===== src/rtl/booth_mul_sequencer_if.sv =====
// rtl/booth_mul_sequencer_if.sv - operand/result handshake bundle for the Booth multiplier
interface booth_mul_sequencer_if #(
    parameter int WIDTH = 32
);
    logic             start;
    logic [WIDTH-1:0] M;
    logic [WIDTH-1:0] Q;
    logic             ready;
    logic             busy;
    logic             done;
    logic [WIDTH-1:0] hi;
    logic [WIDTH-1:0] lo;

    modport master (
        output start, M, Q,
        input  ready, busy, done, hi, lo
    );

    modport slave (
        input  start, M, Q,
        output ready, busy, done, hi, lo
    );
endinterface


===== src/rtl/booth_mul_sequencer.sv =====
// rtl/booth_mul_sequencer.sv - radix-4 Booth multiplier, one bit-pair per clock
module booth_mul_sequencer #(
    parameter int WIDTH = 32
) (
    input  logic                 clock,
    input  logic                 clear_n,
    booth_mul_sequencer_if.slave bus
);
    localparam int PAIRS = WIDTH / 2;
    localparam int CW    = (PAIRS > 1) ? $clog2(PAIRS) : 1;
    localparam int PW    = 2 * WIDTH;

    typedef enum logic [1:0] {
        S_IDLE,
        S_RUN,
        S_DONE
    } state_e;

    state_e           state_q, state_d;
    logic [WIDTH-1:0] mreg_q, mreg_d;
    logic [WIDTH:0]   qreg_q, qreg_d;
    logic [PW-1:0]    acc_q, acc_d;
    logic [CW-1:0]    count_q, count_d;
    logic [WIDTH-1:0] hi_q, hi_d;
    logic [WIDTH-1:0] lo_q, lo_d;

    logic [CW:0]      shamt;
    logic [2:0]       triple;
    logic [PW-1:0]    m_ext;
    logic [PW-1:0]    m_sh;
    logic [PW-1:0]    addend;
    logic             sub;
    logic [PW-1:0]    sum;

    // Recode the current pair; qreg carries the implicit q[-1]=0 in bit 0.
    always_comb begin
        shamt  = {count_q, 1'b0};
        triple = qreg_q[shamt +: 3];
        m_ext  = {{WIDTH{mreg_q[WIDTH-1]}}, mreg_q};
        m_sh   = m_ext << shamt;
        addend = '0;
        sub    = 1'b0;
        case (triple)
            3'b001, 3'b010: addend = m_sh;
            3'b011:         addend = m_sh << 1;
            3'b100: begin
                addend = m_sh << 1;
                sub    = 1'b1;
            end
            3'b101, 3'b110: begin
                addend = m_sh;
                sub    = 1'b1;
            end
            default:        addend = '0;
        endcase
        sum = sub ? (acc_q - addend) : (acc_q + addend);
    end

    always_comb begin
        state_d = state_q;
        mreg_d  = mreg_q;
        qreg_d  = qreg_q;
        acc_d   = acc_q;
        count_d = count_q;
        hi_d    = hi_q;
        lo_d    = lo_q;
        case (state_q)
            S_IDLE: begin
                if (bus.start) begin
                    mreg_d  = bus.M;
                    qreg_d  = {bus.Q, 1'b0};
                    acc_d   = '0;
                    count_d = '0;
                    state_d = S_RUN;
                end
            end
            S_RUN: begin
                acc_d   = sum;
                count_d = count_q + 1'b1;
                if (count_q == CW'(PAIRS - 1)) begin
                    hi_d    = sum[PW-1:WIDTH];
                    lo_d    = sum[WIDTH-1:0];
                    state_d = S_DONE;
                end
            end
            S_DONE:  state_d = S_IDLE;
            default: state_d = S_IDLE;
        endcase
    end

    always_ff @(posedge clock or negedge clear_n) begin
        if (!clear_n) begin
            state_q <= S_IDLE;
            mreg_q  <= '0;
            qreg_q  <= '0;
            acc_q   <= '0;
            count_q <= '0;
            hi_q    <= '0;
            lo_q    <= '0;
        end else begin
            state_q <= state_d;
            mreg_q  <= mreg_d;
            qreg_q  <= qreg_d;
            acc_q   <= acc_d;
            count_q <= count_d;
            hi_q    <= hi_d;
            lo_q    <= lo_d;
        end
    end

    assign bus.ready = (state_q == S_IDLE);
    assign bus.busy  = (state_q == S_RUN) || (state_q == S_DONE);
    assign bus.done  = (state_q == S_DONE);
    assign bus.hi    = hi_q;
    assign bus.lo    = lo_q;
endmodule

===== src/flat_wrapper.sv =====
// flat-port wrapper written by rule: the top's interface ports become plain ports
module booth_mul_sequencer_flat 
#(
    parameter int WIDTH = 32
)
  (clock, clear_n, bus_start, bus_M, bus_Q, bus_ready, bus_busy, bus_done, bus_hi, bus_lo);
  booth_mul_sequencer_if #(.WIDTH(WIDTH)) bus_i ();
  input  logic clock;
  input  logic clear_n;
  input wire logic [$bits(bus_i.start)-1:0] bus_start;
  input wire logic [$bits(bus_i.M)-1:0] bus_M;
  input wire logic [$bits(bus_i.Q)-1:0] bus_Q;
  output wire logic [$bits(bus_i.ready)-1:0] bus_ready;
  output wire logic [$bits(bus_i.busy)-1:0] bus_busy;
  output wire logic [$bits(bus_i.done)-1:0] bus_done;
  output wire logic [$bits(bus_i.hi)-1:0] bus_hi;
  output wire logic [$bits(bus_i.lo)-1:0] bus_lo;
  assign bus_i.start = bus_start;
  assign bus_i.M = bus_M;
  assign bus_i.Q = bus_Q;
  assign bus_ready = bus_i.ready;
  assign bus_busy = bus_i.busy;
  assign bus_done = bus_i.done;
  assign bus_hi = bus_i.hi;
  assign bus_lo = bus_i.lo;
  booth_mul_sequencer #(.WIDTH(WIDTH)) u_core (.clock(clock), .clear_n(clear_n), .bus(bus_i));
endmodule

===== config.mk =====
export PLATFORM = sky130hd
export DESIGN_NAME = booth_mul_sequencer_flat
export DESIGN_NICKNAME = d
export VERILOG_FILES = /design/src/rtl/booth_mul_sequencer_if.sv /design/src/rtl/booth_mul_sequencer.sv /design/src/flat_wrapper.sv
export SDC_FILE = /design/constraint.sdc
export NUM_CORES = 1
export LEC_CHECK = 0
export CORE_MARGIN = 2
export CORE_UTILIZATION = 52
export DETAILED_ROUTE_END_ITERATION = 8
export PLACE_DENSITY = 0.85
export SETUP_SLACK_MARGIN = 0.05
export SLEW_MARGIN = 20
export SYNTH_ARGS = -nofsm -noshare
export SYNTH_HDL_FRONTEND = slang
export SYNTH_SLANG_ARGS = --single-unit

===== constraint.sdc =====
create_clock -name clock -period 8.4 [get_ports clock]
set_clock_uncertainty 0.1 [all_clocks]
set_input_delay 0.84 -clock clock [delete_from_list [all_inputs] [get_ports clock]]
set_output_delay 0.84 -clock clock [all_outputs]
set_load 0.01 [all_outputs]

==> results.txt, run 1 <==
Buffers placed on the I/O ports in this run total 133. The run gives 1,961 as the count of routing violations after the opening detailed-route iteration. The worst setup path is captured at a register. The hold-fix buffer count after cts is 0.

For the register-to-register path setup slack, the log shows 0.66 ns. TritonCTS built the clock tree. In the final routed layout, each cell accounts on average for 19.56 µm.

The die width came out at 181.9 µm. For the core area, the log shows 31,390 µm². The run finished with clean final reports.

The number of cells on the worst reg-to-reg path is 26. Endpoint of the worst-slack reg-to-reg timing path: u_core.bus.hi[28]. Ratio of final minimum period to clock period: 0.9219. Primary flip-flop cell chosen by synthesis mapping: sky130_fd_sc_hd__dfrtp_1.

The fraction of the yosys area taken by sequential cells is 0.3011. Counting every sink on the clock net gives 198. The proportion of layout cells with a drive suffix above 1 is 0.1128.

Number of vias per cell after detailed routing: 6.382. CTS built an H-tree with a depth of 4. The diode insertion count for antenna repair was 0; the sum of negative setup slack was 0 ns. The via count was 14,787; the final-stage net count was 2,042. For the deepest clock path buffer count, the log shows 2. STA puts the critical path data required time at 8.62 ns. The die covers 33,080 µm².

Number of register bits inferred by synthesis: 198. A synthesized cell averages 8.889 µm². The run gives 0 as the number of pins with negative max-slew slack in the final report. From synthesis to final layout, the design area changed by 12.19%.

The logs give 0 for the number of endpoints with negative hold slack in the final report and 17 for the TritonCTS buffer count. Clock tree synthesis selected as its root buffer the cell sky130_fd_sc_hd__clkbuf_16. The async set-reset flop share out of synthesis is 1.000.

The worst-margin pin slew came out at 0.9466 ns. The logs give 0.3666 for the tightest slew margin relative to the limit and 0.9754 for the global placer's final weighted congestion. The total grt overflow was 0.

Setup violations remaining at the end of the flow were counted as 0. During synthesis, Yosys emitted a total of 0 warnings. Class of the worst hold path: input pin to async pin.

Number of enable-type register cells in the synthesized netlist: 0. The number of antenna violations at the first check in global routing is 0. After layout, the minimum clock period comes to 7.744 ns. The run gives 0 as the number of gates resized after cts. Cell count after synthesis: 1,851. For the overall fraction of global-route tracks in use, the log shows 0.2766.

In this run the post-CTS setup repair buffer count came out at 0. The logs give 129.1 MHz for the highest attainable clock frequency and 45.33 mm for the total routed wirelength. Die boundary height: 181.9 µm. The first global-routing pass estimated 74.15 mm of wire. Entering global routing, the biggest net connects 109 pins. For this design the top-level I/O count stands at 134. The filler cells instantiated in the layout total 2,709.

The run gives 0 as the number of remaining DRC errors. The number of nets handed over by synthesis was 1,991. Data on the critical path arrives at its endpoint at 7.96 ns. The number of different library cells used by synthesis comes to 91. The mapped cell area was 16,450 µm². The biggest fanout along the worst timing path is 14. The kind of start point of the critical path is a register.

The first detailed-routing pass took 6 iterations. The tools report the remaining antenna violation count as 0. The number of global-route vias before repair was 13,749.

In this run the critical register-to-register path is launched from u_core.count_q[0]. Clock-pin slew was measured on the worst setup and hold paths at 0.08 ns. The logs give 33.70 mm for the final HPWL from detailed placement and 65 for the number of placement rows. Setup repair after global routing left no endpoint under its margin. The clock reaches the later pin of the worst-skew pair after 0.46 ns. Category of the most critical setup path: register to register. For the initial cell density of the core, the log shows 0.5241.

Max capacitance violation total: 0.
[worst max path at each step]
stage | start | end | slack, ns
floorplan | u_core.count_q[0] | u_core.acc_q[59] | 0.26
global placement | u_core.count_q[0] | u_core.acc_q[59] | 0.65
detailed placement | u_core.count_q[0] | u_core.acc_q[63] | 0.51
CTS | u_core.count_q[0] | u_core.acc_q[63] | 0.45
global route | u_core.count_q[0] | u_core.acc_q[60] | 0.12
finish | u_core.count_q[0] | u_core.bus.hi[28] | 0.66
[synth_stat cells (5+ instances only)]
master,n,share of area
sky130_fd_sc_hd__buf_2,10,0.0030
sky130_fd_sc_hd__nand4_1,18,0.0068
sky130_fd_sc_hd__xor2_1,66,0.035
sky130_fd_sc_hd__a21o_1,53,0.024
sky130_fd_sc_hd__ha_1,72,0.055
sky130_fd_sc_hd__o21ai_0,215,0.065
sky130_fd_sc_hd__a211oi_1,8,0.0037
sky130_fd_sc_hd__a22oi_1,52,0.024
sky130_fd_sc_hd__a221o_1,5,0.0030
sky130_fd_sc_hd__mux4_2,48,0.066
sky130_fd_sc_hd__buf_6,10,0.0068
sky130_fd_sc_hd__o21ai_1,14,0.0043
sky130_fd_sc_hd__o21a_1,14,0.0064
sky130_fd_sc_hd__a22o_1,13,0.0069
sky130_fd_sc_hd__a221oi_1,9,0.0048
sky130_fd_sc_hd__a21boi_0,9,0.0041
sky130_fd_sc_hd__nor2b_1,16,0.0061
sky130_fd_sc_hd__o31ai_1,14,0.0064
sky130_fd_sc_hd__nand2_1,239,0.055
sky130_fd_sc_hd__buf_4,6,0.0027
sky130_fd_sc_hd__and2_1,11,0.0042
sky130_fd_sc_hd__a41oi_1,7,0.0037
sky130_fd_sc_hd__a21oi_1,100,0.030
sky130_fd_sc_hd__o21bai_1,8,0.0037
sky130_fd_sc_hd__o22ai_1,17,0.0065
sky130_fd_sc_hd__buf_1,12,0.0027
sky130_fd_sc_hd__and3_1,13,0.0049
sky130_fd_sc_hd__xnor2_1,55,0.029
sky130_fd_sc_hd__nand3_1,26,0.0079
sky130_fd_sc_hd__nor3b_1,5,0.0023
sky130_fd_sc_hd__nor3_1,26,0.0079
sky130_fd_sc_hd__or2_2,11,0.0042
sky130_fd_sc_hd__mux2i_1,36,0.022
sky130_fd_sc_hd__nor2_1,107,0.024
sky130_fd_sc_hd__mux2_2,76,0.052
sky130_fd_sc_hd__dfrtp_1,198,0.30
sky130_fd_sc_hd__and4_1,7,0.0037
sky130_fd_sc_hd__clkbuf_1,76,0.017
sky130_fd_sc_hd__inv_1,25,0.0057
sky130_fd_sc_hd__a31oi_1,22,0.0084
sky130_fd_sc_hd__nand2b_1,22,0.0084
sky130_fd_sc_hd__o211ai_1,10,0.0046
sky130_fd_sc_hd__or3_1,5,0.0019
[cell families (layout without fill, tap and decap cells)]
family	count (synthesis)	count (layout)	share of synthesized area
multiplexers	164	164	0.1444
buffers and inverters	148	212	0.04593
flip-flops	198	198	0.3011
adder cells (fa/ha/maj)	73	73	0.05597
XOR/XNOR	121	121	0.06441
AND/OR/NAND/NOR	527	527	0.1497
AO/OA/AOI/OAI	620	620	0.2385
[area by class of cell]
cell class | instances | area, µm² | share of cell area
tap | 402 | 503.0 | 0.02725
inverter | 26 | 97.59 | 0.005287
multi-input combinational | 1505 | 10790 | 0.5847
clock inverter | 11 | 137.6 | 0.007456
sequential | 198 | 4961 | 0.2688
clock buffer | 21 | 470.5 | 0.02549
timing repair buffer | 154 | 1496 | 0.08107
[per-stage QoR]
step,area (µm²),hold slack [ns],utilization,std cells,worst slack (ns)
2_1_floorplan,16450,0.3498,-,1851,0.2634
3_3_place_gp,17830,0.3614,0.5680,2285,0.6452
3_5_place_dp,17830,0.3698,0.5680,2285,0.5104
4_1_cts,18440,0.2550,0.5874,2317,0.4495
5_1_grt,18460,0.2722,0.5880,2317,0.1230
6_report,18460,0.2524,0.5880,2317,0.6564
[layout by cell type (no fill, tap or decap), types with 53 or more instances in the layout]
| master | count |
|---|---|
| sky130_fd_sc_hd__mux2_2 | 76 |
| sky130_fd_sc_hd__clkdlybuf4s50_1 | 132 |
| sky130_fd_sc_hd__xnor2_1 | 55 |
| sky130_fd_sc_hd__dfrtp_1 | 195 |
| sky130_fd_sc_hd__ha_1 | 71 |
| sky130_fd_sc_hd__a21oi_1 | 100 |
| sky130_fd_sc_hd__a21o_1 | 53 |
| sky130_fd_sc_hd__nor2_1 | 107 |
| sky130_fd_sc_hd__nand2_1 | 238 |
| sky130_fd_sc_hd__xor2_1 | 66 |
| sky130_fd_sc_hd__o21ai_0 | 215 |
[routing by layer]
| layer | GRT usage | share of wire |
|---|---|---|
| met5 | 0 | 0 |
| met2 | 0.4222 | 0.45 |
| met3 | 0.04834 | 0.072 |
| met4 | 0.07226 | 0.019 |
| met1 | 0.4072 | 0.46 |
[critical path, stage by stage, from the launching register on]
cell,delay [ns]
sky130_fd_sc_hd__dfrtp_4,0.57
sky130_fd_sc_hd__mux4_2,0.53
sky130_fd_sc_hd__mux4_2,0.52
sky130_fd_sc_hd__inv_1,0.11
sky130_fd_sc_hd__ha_2,0.29
sky130_fd_sc_hd__nand2_1,0.36
sky130_fd_sc_hd__nor2_1,0.16
sky130_fd_sc_hd__o31a_1,0.14
sky130_fd_sc_hd__a211o_1,0.31
sky130_fd_sc_hd__a211o_1,0.27
sky130_fd_sc_hd__a221oi_1,0.31
sky130_fd_sc_hd__o2111ai_1,0.20
sky130_fd_sc_hd__a221o_1,0.32
sky130_fd_sc_hd__nand2_1,0.09
sky130_fd_sc_hd__xnor2_1,0.08
sky130_fd_sc_hd__ha_1,0.35
sky130_fd_sc_hd__and3_1,0.26
sky130_fd_sc_hd__nand2_1,0.08
sky130_fd_sc_hd__or2_2,0.30
sky130_fd_sc_hd__o221ai_1,0.25
sky130_fd_sc_hd__o21ai_0,0.30
sky130_fd_sc_hd__nand4_1,0.20
sky130_fd_sc_hd__nand2_1,0.16
sky130_fd_sc_hd__o31a_1,0.38
sky130_fd_sc_hd__or3_1,0.37
sky130_fd_sc_hd__a221oi_1,0.41
sky130_fd_sc_hd__o21ai_0,0.15
[sequential cells by signal (all words and copies together), names as in the netlist]
| register | cells |
|---|---|
| u_core.acc_q | 64 |
| u_core.bus.lo | 32 |
| u_core.count_q | 4 |
| u_core.state_q | 2 |
| u_core.mreg_q | 32 |
| u_core.qreg_q | 32 |
| u_core.bus.hi | 32 |
Power of run 1 is not shown: default switching activity piles up to over one toggle a cycle in this logic, so the estimate is an artifact.
==> inputs of run 2 (changes only) <==
--- a/config.mk
+++ b/config.mk
@@ -6,9 +6,9 @@
 export NUM_CORES = 1
 export LEC_CHECK = 0
 export CORE_MARGIN = 2
-export CORE_UTILIZATION = 52
+export CORE_UTILIZATION = 50
 export DETAILED_ROUTE_END_ITERATION = 8
-export PLACE_DENSITY = 0.85
+export PLACE_DENSITY = 0.8
 export SETUP_SLACK_MARGIN = 0.05
 export SLEW_MARGIN = 20
 export SYNTH_ARGS = -nofsm -noshare
==> constraint.sdc (replaced) <==
create_clock -name clock -period 7.42 [get_ports clock]
set_clock_uncertainty 0.1 [all_clocks]
set_input_delay 0.742 -clock clock [delete_from_list [all_inputs] [get_ports clock]]
set_output_delay 0.742 -clock clock [all_outputs]
set_load 0.01 [all_outputs]
==> run 2 against run 1 <==
Compared with the run above: first-iteration DRC count grew 1.1%; largest cell class unchanged; clock-buffer cell count grew 2; critical path type unchanged; critical path depth grew 5; global-route usage shrank 0.59 points; worst hold slack lost 0.11 ns.
==> results.txt, run 2 (synthesis results as in run 1) <==
The flow ran to the end, and the final reports show no timing, DRC or antenna violations. The full die area was 34,370 µm²; the flip-flop count of the largest register, all copies and words added was 64. In this run, CTS created clock tree buffers numbering 17.

The net count of the finished layout is 2,076. The library cell used most frequently in the layout, excluding fill and tap cells, is sky130_fd_sc_hd__nand2_1. The proportion of layout cells with a drive suffix above 1 is 0.1344. In this run the count of I/O pins placed on the die edge is 134. The largest single stage delay on the critical path is 0.55 ns. The repair_antennas step left the layout with diodes totalling 0. Most repeated library cell on the critical path: sky130_fd_sc_hd__o21ai_0. The region available for standard cell placement spans 32,450 µm².

Highest attainable clock frequency: 142.5 MHz. The number of global-route vias before repair is 13,882, and the number of clock sinks is 198. The tightest hold path in the finished design has a slack of 0.1401 ns. The routed design could run at a clock period as short as 7.016 ns. The logs give 0 for the number of antenna violations at the first check in global routing and 0.47 ns for the clock latency of the later-clocked register in the worst-skew pair. The worst-margin pin slew works out to 0.9491 ns. The count of buffers added on input and output ports is 133. The worst register-to-register path has a setup slack of 0.40 ns. The tools report the remaining antenna violation count as 0. The logs give 46.16 mm for the total routed wirelength and 4 for the H-tree depth. The initial cell density of the core is 0.5070, and the detailed-router iteration count before antenna repair is 6. The number of pins with negative max-slew slack in the final report was 0; the number of vias per cell after detailed routing was 6.228.

The first global-routing pass estimated 74.09 mm of wire. Leaving out fill and tap cells, the most frequent cells in the layout are sky130_fd_sc_hd__nand2_1, sky130_fd_sc_hd__o21ai_0, sky130_fd_sc_hd__dfrtp_1. The number of remaining DRC errors is 0.

Entering global routing, the biggest net connects 110 pins. Of all nets on the critical path, the largest fanout is 8. Routability-driven placement finished with a final weighted congestion of 0.9797.

The post-detailed-route wirelength per cell came out at 19.31 µm. For the final-report setup violation count, the log shows 0. The tools report the kind of start point of the critical path as a register.

Max-cap violations in this run came to 0. For the number of endpoints with negative hold slack in the final report, the log shows 0. The die width was 185.4 µm. The longest clock path from root to sink contains 2 buffers.

For this block, the initial DRC count from the detailed router was 1,982. The ratio of final minimum period to clock period is 0.9456. The tightest slew margin relative to the limit was 0.3672. The die boundary height came out at 185.4 µm. TritonCTS built the clock tree. More flip-flops sit in one register than any other, and that register is u_core.acc_q.

Category of the most critical setup path: register to register. The root cell of the clock tree was sky130_fd_sc_hd__clkbuf_16. The initialized floorplan defines 66 standard-cell rows. The via count is 14,892, and the clock edge transition at the registers on the reported setup and hold paths is 0.07 ns. The overall fraction of global-route tracks in use was 0.2707; the area growth from synthesis to layout was 14.30%. The logs give 34.38 mm for the final HPWL from detailed placement and 0 for the total grt overflow. The layout has 2,828 filler cells. The slowest library cell on the worst path is sky130_fd_sc_hd__dfrtp_4. In this run the worst hold path is classified as input pin to async pin. The data arrival time at the worst-slack endpoint came out at 7.21 ns. STA classifies the critical path endpoint as a register. For the worst setup path, the data required time is 7.61 ns. The number of hold buffers added after CTS was 0.
[run 2: cell types whose count changed in the layout (fill, tap and decap cells not counted), sizes merged]
cell / change
clkbuf: +2
bufinv: -1
inv: -3
buf: +34
clkinv: -2
clkinvlp: +4
[run 2: final cells by class]
type	count	area [µm²]	area share
clock buffers	23	467.9	0.02488
clock inverters	9	95.09	0.005056
well taps	442	553.0	0.02941
multi-input cells	1505	10870	0.5778
inverters	26	97.59	0.005189
repair buffers	188	1765	0.09387
flip-flops and latches	198	4961	0.2638
[run 2: timing repair]
| action | 4_1_cts | 5_1_grt |
|---|---|---|
| endpoints found under the setup margin | 0 | 50 |
| gates resized for setup | 0 | 26 |
| buffers inserted | 0 | 8 |
[run 2: path summary, 6_finish.rpt]
kind,from,to,depth (start not counted)
max,u_core.count_q[0],u_core.bus.hi[25],31
min,clear_n,u_core.acc_q[33],1
max reg2reg,u_core.count_q[0],u_core.bus.hi[25],31
min reg2reg,u_core.bus.hi[0],u_core.bus.hi[0],2
max in group asynchronous,clear_n,u_core.acc_q[1],2
min in group clock,u_core.bus.hi[0],u_core.bus.hi[0],2
[run 2: per-layer routing]
metal / vias to the layer above / GRT usage / routed length [µm]
met5: - / 0 / 0
met4: 0 / 0.07587 / 805
met3: 53 / 0.04168 / 3219
met2: 636 / 0.4130 / 20890
met1: 7172 / 0.3976 / 21250
li1: 7031 / - / -
[run 2: stage by stage]
stage               setup WS, ns  instance area [µm²]  setup TNS [ns]    util  instances
global placement          0.1666                18090               0  0.5575       2351
global route           -0.003339                18810       -0.006170  0.5795       2391
detailed placement        0.1095                18090               0  0.5575       2351
CTS                      0.06084                18660               0  0.5748       2383
finish                    0.4036                18810               0  0.5795       2391
floorplan                0.05136                16490               0       -       1851
[run 2: critical path: cells and delay by family (launching register included)]
kind | cells | cell delay [ns]
AO/OA/AOI/OAI | 14 | 2.74
buffers and inverters | 4 | 0.74
XOR/XNOR | 2 | 0.45
adder cells (fa/ha/maj) | 3 | 0.84
AND/OR/NAND/NOR | 6 | 0.86
multiplexers | 2 | 0.58
flip-flops | 1 | 0.55
Power of run 2 is left out for the same reason.
